**src/rtl/mult_pkg.sv**
```systemverilog
// Shared types and helpers for the sequential shift-and-add multiplier.
package mult_pkg;

    // Operation phases: waiting for operands, iterating over multiplier bits, holding the result
    typedef enum logic [1:0] {
        IDLE = 2'd0,
        RUN  = 2'd1,
        DONE = 2'd2
    } state_t;

    // Ceiling log2 with a floor of 1 so a counter always has at least one bit
    function automatic int unsigned clog2(input int unsigned value);
        int unsigned result;
        result = 0;
        while ((32'd1 << result) < value) begin
            result = result + 1;
        end
        if (result == 0) begin
            result = 1;
        end
        return result;
    endfunction

endpackage

```
**src/rtl/seq_shift_add_multiplier.sv**
```systemverilog
// Sequential M x N shift-and-add multiplier, one multiplier bit per clock,
// unsigned or two's-complement per operation, with early exit once the
// remaining multiplier bits are zero.
module seq_shift_add_multiplier
    import mult_pkg::*;
#(
    parameter int M = 8,
    parameter int N = 8
) (
    input  logic           clk,
    input  logic           rst,
    input  logic           in_valid,
    output logic           in_ready,
    input  logic           signed_mode,
    input  logic [M-1:0]   a,
    input  logic [N-1:0]   b,
    output logic           out_valid,
    input  logic           out_ready,
    output logic [M+N-1:0] product,
    output logic           busy
);

    // Bit counter width depends on the instance's N, so it is sized here with the package helper
    localparam int unsigned CNT_W = clog2(N);
    localparam int          W     = M + N;

    state_t             state;
    logic [W-1:0]       acc;
    logic [W-1:0]       mcand;
    logic [N-1:0]       mplier;
    logic [CNT_W-1:0]   cnt;
    logic               sgn;

    logic               accept;
    logic               last_bit;
    logic               msb_step;
    logic [W-1:0]       addend;
    logic [W-1:0]       acc_next;

    // Step logic: add the multiplicand, or subtract it for the negatively weighted signed MSB
    always_comb begin
        accept   = (state == IDLE) && in_valid;
        msb_step = (cnt == CNT_W'(N - 1));
        last_bit = msb_step || (mplier[N-1:1] == '0);
        addend   = (sgn && msb_step) ? (~mcand + W'(1)) : mcand;
        acc_next = mplier[0] ? (acc + addend) : acc;
    end

    // Datapath: operand capture on accept, shift/accumulate during RUN, product load on the last step
    always_ff @(posedge clk or negedge rst) begin
        if (!rst) begin
            acc     <= '0;
            mcand   <= '0;
            mplier  <= '0;
            cnt     <= '0;
            sgn     <= 1'b0;
            product <= '0;
        end else if (accept) begin
            acc     <= '0;
            mcand   <= {{N{a[M-1] & signed_mode}}, a};
            mplier  <= b;
            cnt     <= '0;
            sgn     <= signed_mode;
        end else if (state == RUN) begin
            acc    <= acc_next;
            mcand  <= {mcand[W-2:0], 1'b0};
            mplier <= {1'b0, mplier[N-1:1]};
            cnt    <= cnt + CNT_W'(1);
            if (last_bit) begin
                product <= acc_next;
            end
        end
    end

    // Control FSM with registered handshake and status outputs
    always_ff @(posedge clk or negedge rst) begin
        if (!rst) begin
            state     <= IDLE;
            in_ready  <= 1'b1;
            out_valid <= 1'b0;
            busy      <= 1'b0;
        end else begin
            unique case (state)
                IDLE: begin
                    if (in_valid) begin
                        state    <= RUN;
                        in_ready <= 1'b0;
                        busy     <= 1'b1;
                    end
                end
                RUN: begin
                    if (last_bit) begin
                        state     <= DONE;
                        out_valid <= 1'b1;
                    end
                end
                DONE: begin
                    if (out_ready) begin
                        state     <= IDLE;
                        out_valid <= 1'b0;
                        in_ready  <= 1'b1;
                        busy      <= 1'b0;
                    end
                end
                default: begin
                    state     <= IDLE;
                    out_valid <= 1'b0;
                    in_ready  <= 1'b1;
                    busy      <= 1'b0;
                end
            endcase
        end
    end

endmodule
```
**config.mk**
```make
export PLATFORM = sky130hd
export DESIGN_NAME = seq_shift_add_multiplier
export DESIGN_NICKNAME = d
export VERILOG_FILES = /design/src/rtl/mult_pkg.sv /design/src/rtl/seq_shift_add_multiplier.sv
export SDC_FILE = /design/constraint.sdc
export NUM_CORES = 1
export LEC_CHECK = 0
export CAP_MARGIN = 20
export CORE_ASPECT_RATIO = 1.75
export CORE_MARGIN = 3
export CORE_UTILIZATION = 39
export CTS_CLUSTER_SIZE = 25
export DETAILED_ROUTE_END_ITERATION = 8
export GPL_TIMING_DRIVEN = 1
export HOLD_SLACK_MARGIN = 0.02
export PLACE_DENSITY = 0.58
export SYNTH_ARGS = -nofsm -noshare
export SYNTH_HDL_FRONTEND = slang
export SYNTH_SLANG_ARGS = --single-unit
```
**constraint.sdc**
```tcl
create_clock -name clk -period 7.05 [get_ports clk]
set_input_delay 1.0575 -clock clk [delete_from_list [all_inputs] [get_ports clk]]
set_output_delay 1.0575 -clock clk [all_outputs]
set_load 0.01 [all_outputs]
```
==> out/metrics.cfg, run 1 <==
[outcome]
status=completed

[sta]
fmax_ghz=0.278
hold_viol_final=0
finalSetupViolations=0
period_minus_slack_ns=3.60
finClkSkew_ns=0.00689
drv_slew=0
finalCritPeriodShare_pct=51.1
setup_tns_ns=0
slew_headroom_pct=29.6
tightestPinTransition_ns=1.05
rsz0062_at_grt=no

[setup_path]
cp_data_arrival_time_ns=3.82
critPathBufInv=1
crit_fanout=9
cp_top_family=compound AO/OA/AOI/OAI gates
cpPeakStageDelay_ns=0.45
path_cells=ha_1 -> ha_1 -> and2_1 -> o21ai_0 -> inv_1 -> fa_1 -> nand2b_1 -> a21oi_1 -> nor4b_1 -> o21bai_1 -> a211oi_1 -> a2111o_1 -> a22o_1
critPathCaptureType=flip-flop
required_ns=7.27
path_class=flip-flop to flip-flop
critPathSlowestCell=fa_1
cp_common_cell=ha_1
cp-start-kind=flip-flop

[power]
ir_drop_mv=0.318
cellPowerDensity_nw_per_um2=517
p_switching_mw=1.00
swShare_pct=41.8
p_seq_share_pct=29.7
internal_power_mw=1.39
p_comb_share_pct=50.3
pwr-share-clk_pct=20.0
leakage_nw=2.16

[cells_and_area]
drive_gt1_share_pct=7.14
fillerInstances=889
stdcell_count=570
syn2layout_area_growth_pct=21.9
final_nets=486
antenna_cells=0

[routing]
drc=0
wl_um=8900
vias_per_cell=5.44
first_iter_violations=209
ant_nets=0
wl_per_cell_um=15.6
vias=3098
first_pass_iters=4

[job]
cap_viol_max_count=0

[clock_network]
cts_resized=0
worst_skew_pair.late_latency_ns=0.34
cts-buffers-inserted=9
cts-htree-levels=3
cts_setup_buffers=0
hold_buffers=0
cts.sinks=65
cts_tree=done
path_clk_slew_ns=0.05
cts-root-buf=clkbuf_16
clock_path_buffers=2

[floorplan]
start_util_pct=40.1
die_area_sq_um=11000
num_rows=47
ios=40
die_h_um=137
die_x_um=80.6
core_sq_um=9470

[placement]
gp_congestion=0.964
portBuffers=39
placed_cells=553
dp_hpwl_um=6390

[logic_synthesis]
yosysTopAreaCell=dfrtp_1
syn_area_per_cell_sq_um=9.36
syn_nets=449
synth_top_area_share_pct=42.1
synthTopCellsByCount=72 x nand2_1, 64 x dfrtp_1, 31 x o21ai_0
syn_area_sq_um=3800
yosysWarningCount=0
synth_seq_cells=65
async_flop_share_pct=100
synth_area_leaders=dfrtp_1 42%, nand2_1 7.1%, ha_1 6.9%
ys_seq_area_share_pct=42.8
yosysMostFrequentCell=nand2_1
syn_inst=406
synth_cell_types=48
dominantRegCellSynth=dfrtp_1
synth_edf_count=0

[grt]
grt_max_degree=66
gr-total-overflow=0
grt_pass1_wl_um=15000
grt_use_total_pct=17.8
grt_pass1_vias=3186
antenna_found_initial=0

[worst_hold_path]
hold_class=flip-flop to flip-flop

-- logic make-up after synthesis --
logic type	share of synthesized area [%]
simple gates	14.8
fa+ha+maj	7.44
flops	42.8
compound gates	22.2
buf+inv	2.80
xor+xnor	6.42
mux	3.46
-- worst reg2reg max path, stage by stage (launching register included) --
cell,delay (ns)
dfrtp_1,0.39
ha_1,0.21
ha_1,0.22
and2_1,0.27
o21ai_0,0.29
inv_1,0.12
fa_1,0.45
nand2b_1,0.18
a21oi_1,0.34
nor4b_1,0.17
o21bai_1,0.17
a211oi_1,0.10
a2111o_1,0.41
a22o_1,0.18
-- per-stage QoR --
stage | hold slack (ns) | worst slack (ns) | instance area (sq um) | util (%) | power, mW
after floorplan | 0.466 | 3.87 | 3800 | - | 1.57
after global placement | 0.461 | 3.53 | 4310 | 45.5 | 1.90
after global routing | 0.497 | 3.14 | 4630 | 48.9 | 2.60
final | 0.473 | 3.45 | 4630 | 48.9 | 2.40
after detailed placement | 0.469 | 3.50 | 4310 | 45.5 | 1.93
after CTS | 0.482 | 3.47 | 4630 | 48.9 | 2.42
-- sequential cells by signal, summed over array words and instances, names as in the netlist --
signal and cells:
busy 1, sgn 1, mplier 8, mcand 16, out_valid 1, in_ready 1, cnt 3, product 16
state 2, acc 16
-- layout by cell type, fill, tap and decap left out, types with 3 or more instances in the layout --
cell type        netlist  layout
a211oi_1               4       4
a21o_1                 9       9
a21oi_1               18      18
a22o_1                15      15
a22oi_1               20      20
a31oi_1                3       3
buf_4                  0       5
clkbuf_16              0       9
clkdlybuf4s50_1        0      38
dfrtp_1               64      64
ha_1                  21      21
inv_1                 10      10
mux2i_1               12      12
nand2_1               72      72
nand2b_1               3       3
nand3_1                7       7
nor2_1                21      21
nor3_1                 7       7
o211ai_1               3       3
o21ai_0               31      31
o21ai_1                3       3
o21bai_1               3       3
o31ai_1                5       5
xnor2_1               14      14
xor2_1                12      12
-- layer usage --
metal  global-route usage [%]  wire [um]  vias to the layer above
li1                         -          -                     1530
met1                     20.0       3610                     1484
met2                     31.2       4760                       63
met3                     3.23        284                       21
met4                     9.77        246                        0
met5                        0          0                        -
-- path summary, 6_finish.rpt --
check                      slack (ns)  depth (start not counted)                 endpoint              startpoint
max                              3.45                         13  product[12]$_DFFE_PN0P_      cnt[0]$_DFFE_PN0P_
min                              0.47                          2   product[7]$_DFFE_PN0P_  product[7]$_DFFE_PN0P_
max reg2reg                      3.45                         13  product[12]$_DFFE_PN0P_      cnt[0]$_DFFE_PN0P_
min reg2reg                      0.47                          2   product[7]$_DFFE_PN0P_  product[7]$_DFFE_PN0P_
max in group asynchronous        5.58                          2    mcand[11]$_DFFE_PN0P_                     rst
min in group asynchronous        0.87                          2  product[11]$_DFFE_PN0P_                     rst
-- cell type report --
cell class | instances | area (sq um) | area share [%]
flip-flops and latches | 65 | 1630 | 35.1
inverters | 10 | 37.5 | 0.810
well taps | 122 | 153 | 3.29
clock inverters | 5 | 78.8 | 1.70
multi-input cells | 313 | 2070 | 44.7
clock buffers | 11 | 243 | 5.24
repair buffers | 44 | 423 | 9.13
-- power by group through the flow --
| stage | Combinational, mW | Clock (mW) | Sequential, mW |
|---|---|---|---|
| after detailed placement | 1.21 | 0 | 0.717 |
| after global routing | 1.35 | 0.509 | 0.737 |
| after floorplan | 0.895 | 0 | 0.675 |
| final | 1.20 | 0.480 | 0.710 |
| after global placement | 1.19 | 0 | 0.712 |
| after CTS | 1.21 | 0.491 | 0.712 |
No activity file was read; power rests on OpenSTA's default activity.
==> run 2, diff against run 1 <==
Settings changed: PLACE_DENSITY 0.58 to 0.61.
Clock period 7.05 ns to 2.9 ns, I/O delays scaled along.
==> out/metrics.cfg, run 2 (synthesized netlist as in run 1, its figures left out) <==
[placement]
portBuffers=39
gp_congestion=0.944
placed_cell_area_sq_um=4800
dp_hpwl_um=7640

[setup_path]
critPathBufInv=0
cp-start-kind=flip-flop
crit_fanout=5
path_class=flip-flop to flip-flop
r2r-start=mcand[5]$_DFFE_PN0P_
cpPeakStageDelay_ns=0.55
critPathCaptureType=flip-flop
critPathSlowestCell=or4_4
ff2ff_setup_slack_ns=-0.41
required_ns=3.12
cp_top_family=compound AO/OA/AOI/OAI gates
path_cells=or4_4 -> nor4_4 -> a21oi_1 -> xor2_1 -> ha_1 -> o211ai_1 -> a21bo_2 -> o21bai_4 -> a211oi_2 -> a2111o_1 -> a22o_1
cp_data_arrival_time_ns=3.53
startpoint=mcand[5]$_DFFE_PN0P_

[cells_and_area]
regArea_sq_um=1630
syn2layout_area_growth_pct=43.1
final_nets=563
fillerInstances=814
reg_top3=acc (16), mcand (16), product (16)
layout.cells.most_common=buf_4
final_cell_area_sq_um=5440
mostFrequentLayoutCells=79 x buf_4, 69 x nand2_1, 64 x dfrtp_1
multi_input_area_sq_um=2310
drive_gt1_share_pct=27.3
antenna_cells=0

[routing]
first_pass_iters=4
wl_per_cell_um=16.1
vias=3422
drc=0
ant_nets=0
vias_per_cell=5.30
wl_um=10400
first_iter_violations=204

[power]
cellPowerDensity_nw_per_um2=1300
finalPower_mw=7.08
leakage_nw=2.59
ir_drop_mv=0.574

[sta]
fmax_ghz=0.302
setup_slack_ns=-0.411
finalSetupViolations=14
period_minus_slack_ns=3.31
finClkSkew_ns=0.00476
rsz0062_at_grt=yes
tightestPinTransition_ns=0.478
drv_slew=0
slew_headroom_pct=68.0
finalCritPeriodShare_pct=114
hold_viol_final=0

[grt]
grt_pass1_vias=3546
gr-usage-met3_pct=3.49
use_met2_pct=36.8
top_usage_layer=met2
grt_use_total_pct=20.3
gr-usage-met1_pct=22.4
antenna_found_initial=0
grt_pass1_wl_um=17100
gr-total-overflow=0
grt_max_degree=37

[clock_network]
cts_tree=done
cts-buffers-inserted=9
clock_path_buffers=2
cts-root-buf=clkbuf_16
path_clk_slew_ns=0.05
worst_skew_pair.late_latency_ns=0.34
cts.sinks=65
cts-htree-levels=3

[job]
cap_viol_max_count=0

[floorplan]
core_sq_um=9470
start_util_pct=40.1
num_rows=47
die_h_um=137
die_x_um=80.6
ios=40
die_area_sq_um=11000

[worst_hold_path]
hold_class=primary input to asynchronous set/reset pin

[outcome]
failed_checks=negative setup slack
status=finished, violations left

-- run 2: cell count changes in the layout (fill, tap and decap cells not counted), sizes merged --
cell / change
bufinv: -1
clkbuf: +1
clkinv: -1
buf: +76
dlygate4sd3: +1
-- run 2: layout make-up --
type / count / share of cell area, %
clock buffers: 12 / 4.72
clock inverters: 3 / 0.736
inverters: 10 / 0.690
multi-input cells: 313 / 42.5
flip-flops and latches: 65 / 29.9
well taps: 122 / 2.81
repair buffers: 121 / 18.6
-- run 2: metrics by stage --
stage / hold WS [ns] / std cells / setup slack, ns / util, % / TNS, ns
after floorplan: 0.139 / 406 / -0.191 / - / -0.652
after global placement: 0.232 / 615 / -0.276 / 50.7 / -2.39
after detailed placement: 0.230 / 615 / -0.345 / 50.7 / -2.86
after CTS: 0.432 / 639 / -0.305 / 55.6 / -1.81
after global routing: 0.449 / 646 / -0.591 / 57.4 / -6.32
final: 0.432 / 646 / -0.411 / 57.4 / -3.71
-- run 2: final timing paths --
kind / endpoint / cells after the start
worst max-delay path: product[12]$_DFFE_PN0P_ / 11
worst min-delay path: product[11]$_DFFE_PN0P_ / 2
worst max register to register: product[12]$_DFFE_PN0P_ / 11
worst min register to register: product[5]$_DFFE_PN0P_ / 2
max in group asynchronous: mcand[2]$_DFFE_PN0P_ / 3
min in group clk: product[5]$_DFFE_PN0P_ / 2
-- run 2: worst reg2reg max path, cell delays in order (launching register included) --
cell      delay (ns)
dfrtp_1         0.38
or4_4           0.55
nor4_4          0.41
a21oi_1         0.14
xor2_1          0.19
ha_1            0.39
o211ai_1        0.14
a21bo_2         0.29
o21bai_4        0.15
a211oi_2        0.10
a2111o_1        0.29
a22o_1          0.18
-- run 2: layer usage --
metal	up-vias	part of all wire [%]
met4	0	2.6
met1	1652	40
met5	-	0
met3	18	2.7
li1	1691	-
met2	61	55
-- run 2: timing repair --
action / CTS / global route
setup buffers: 9 / 7
pin swaps: 19 / 29
hold buffers: 1 / 0
endpoints found under the setup margin: 15 / 18
hold endpoints to repair: 1 / 0
gates resized for setup: 29 / 27
-- run 2: where the power goes --
| part | internal (mW) | switching [mW] | total, mW |
|---|---|---|---|
| clock | 0.704 | 0.378 | 1.08 |
| sequential | 1.30 | 0.309 | 1.61 |
| combinational | 2.16 | 2.22 | 4.38 |
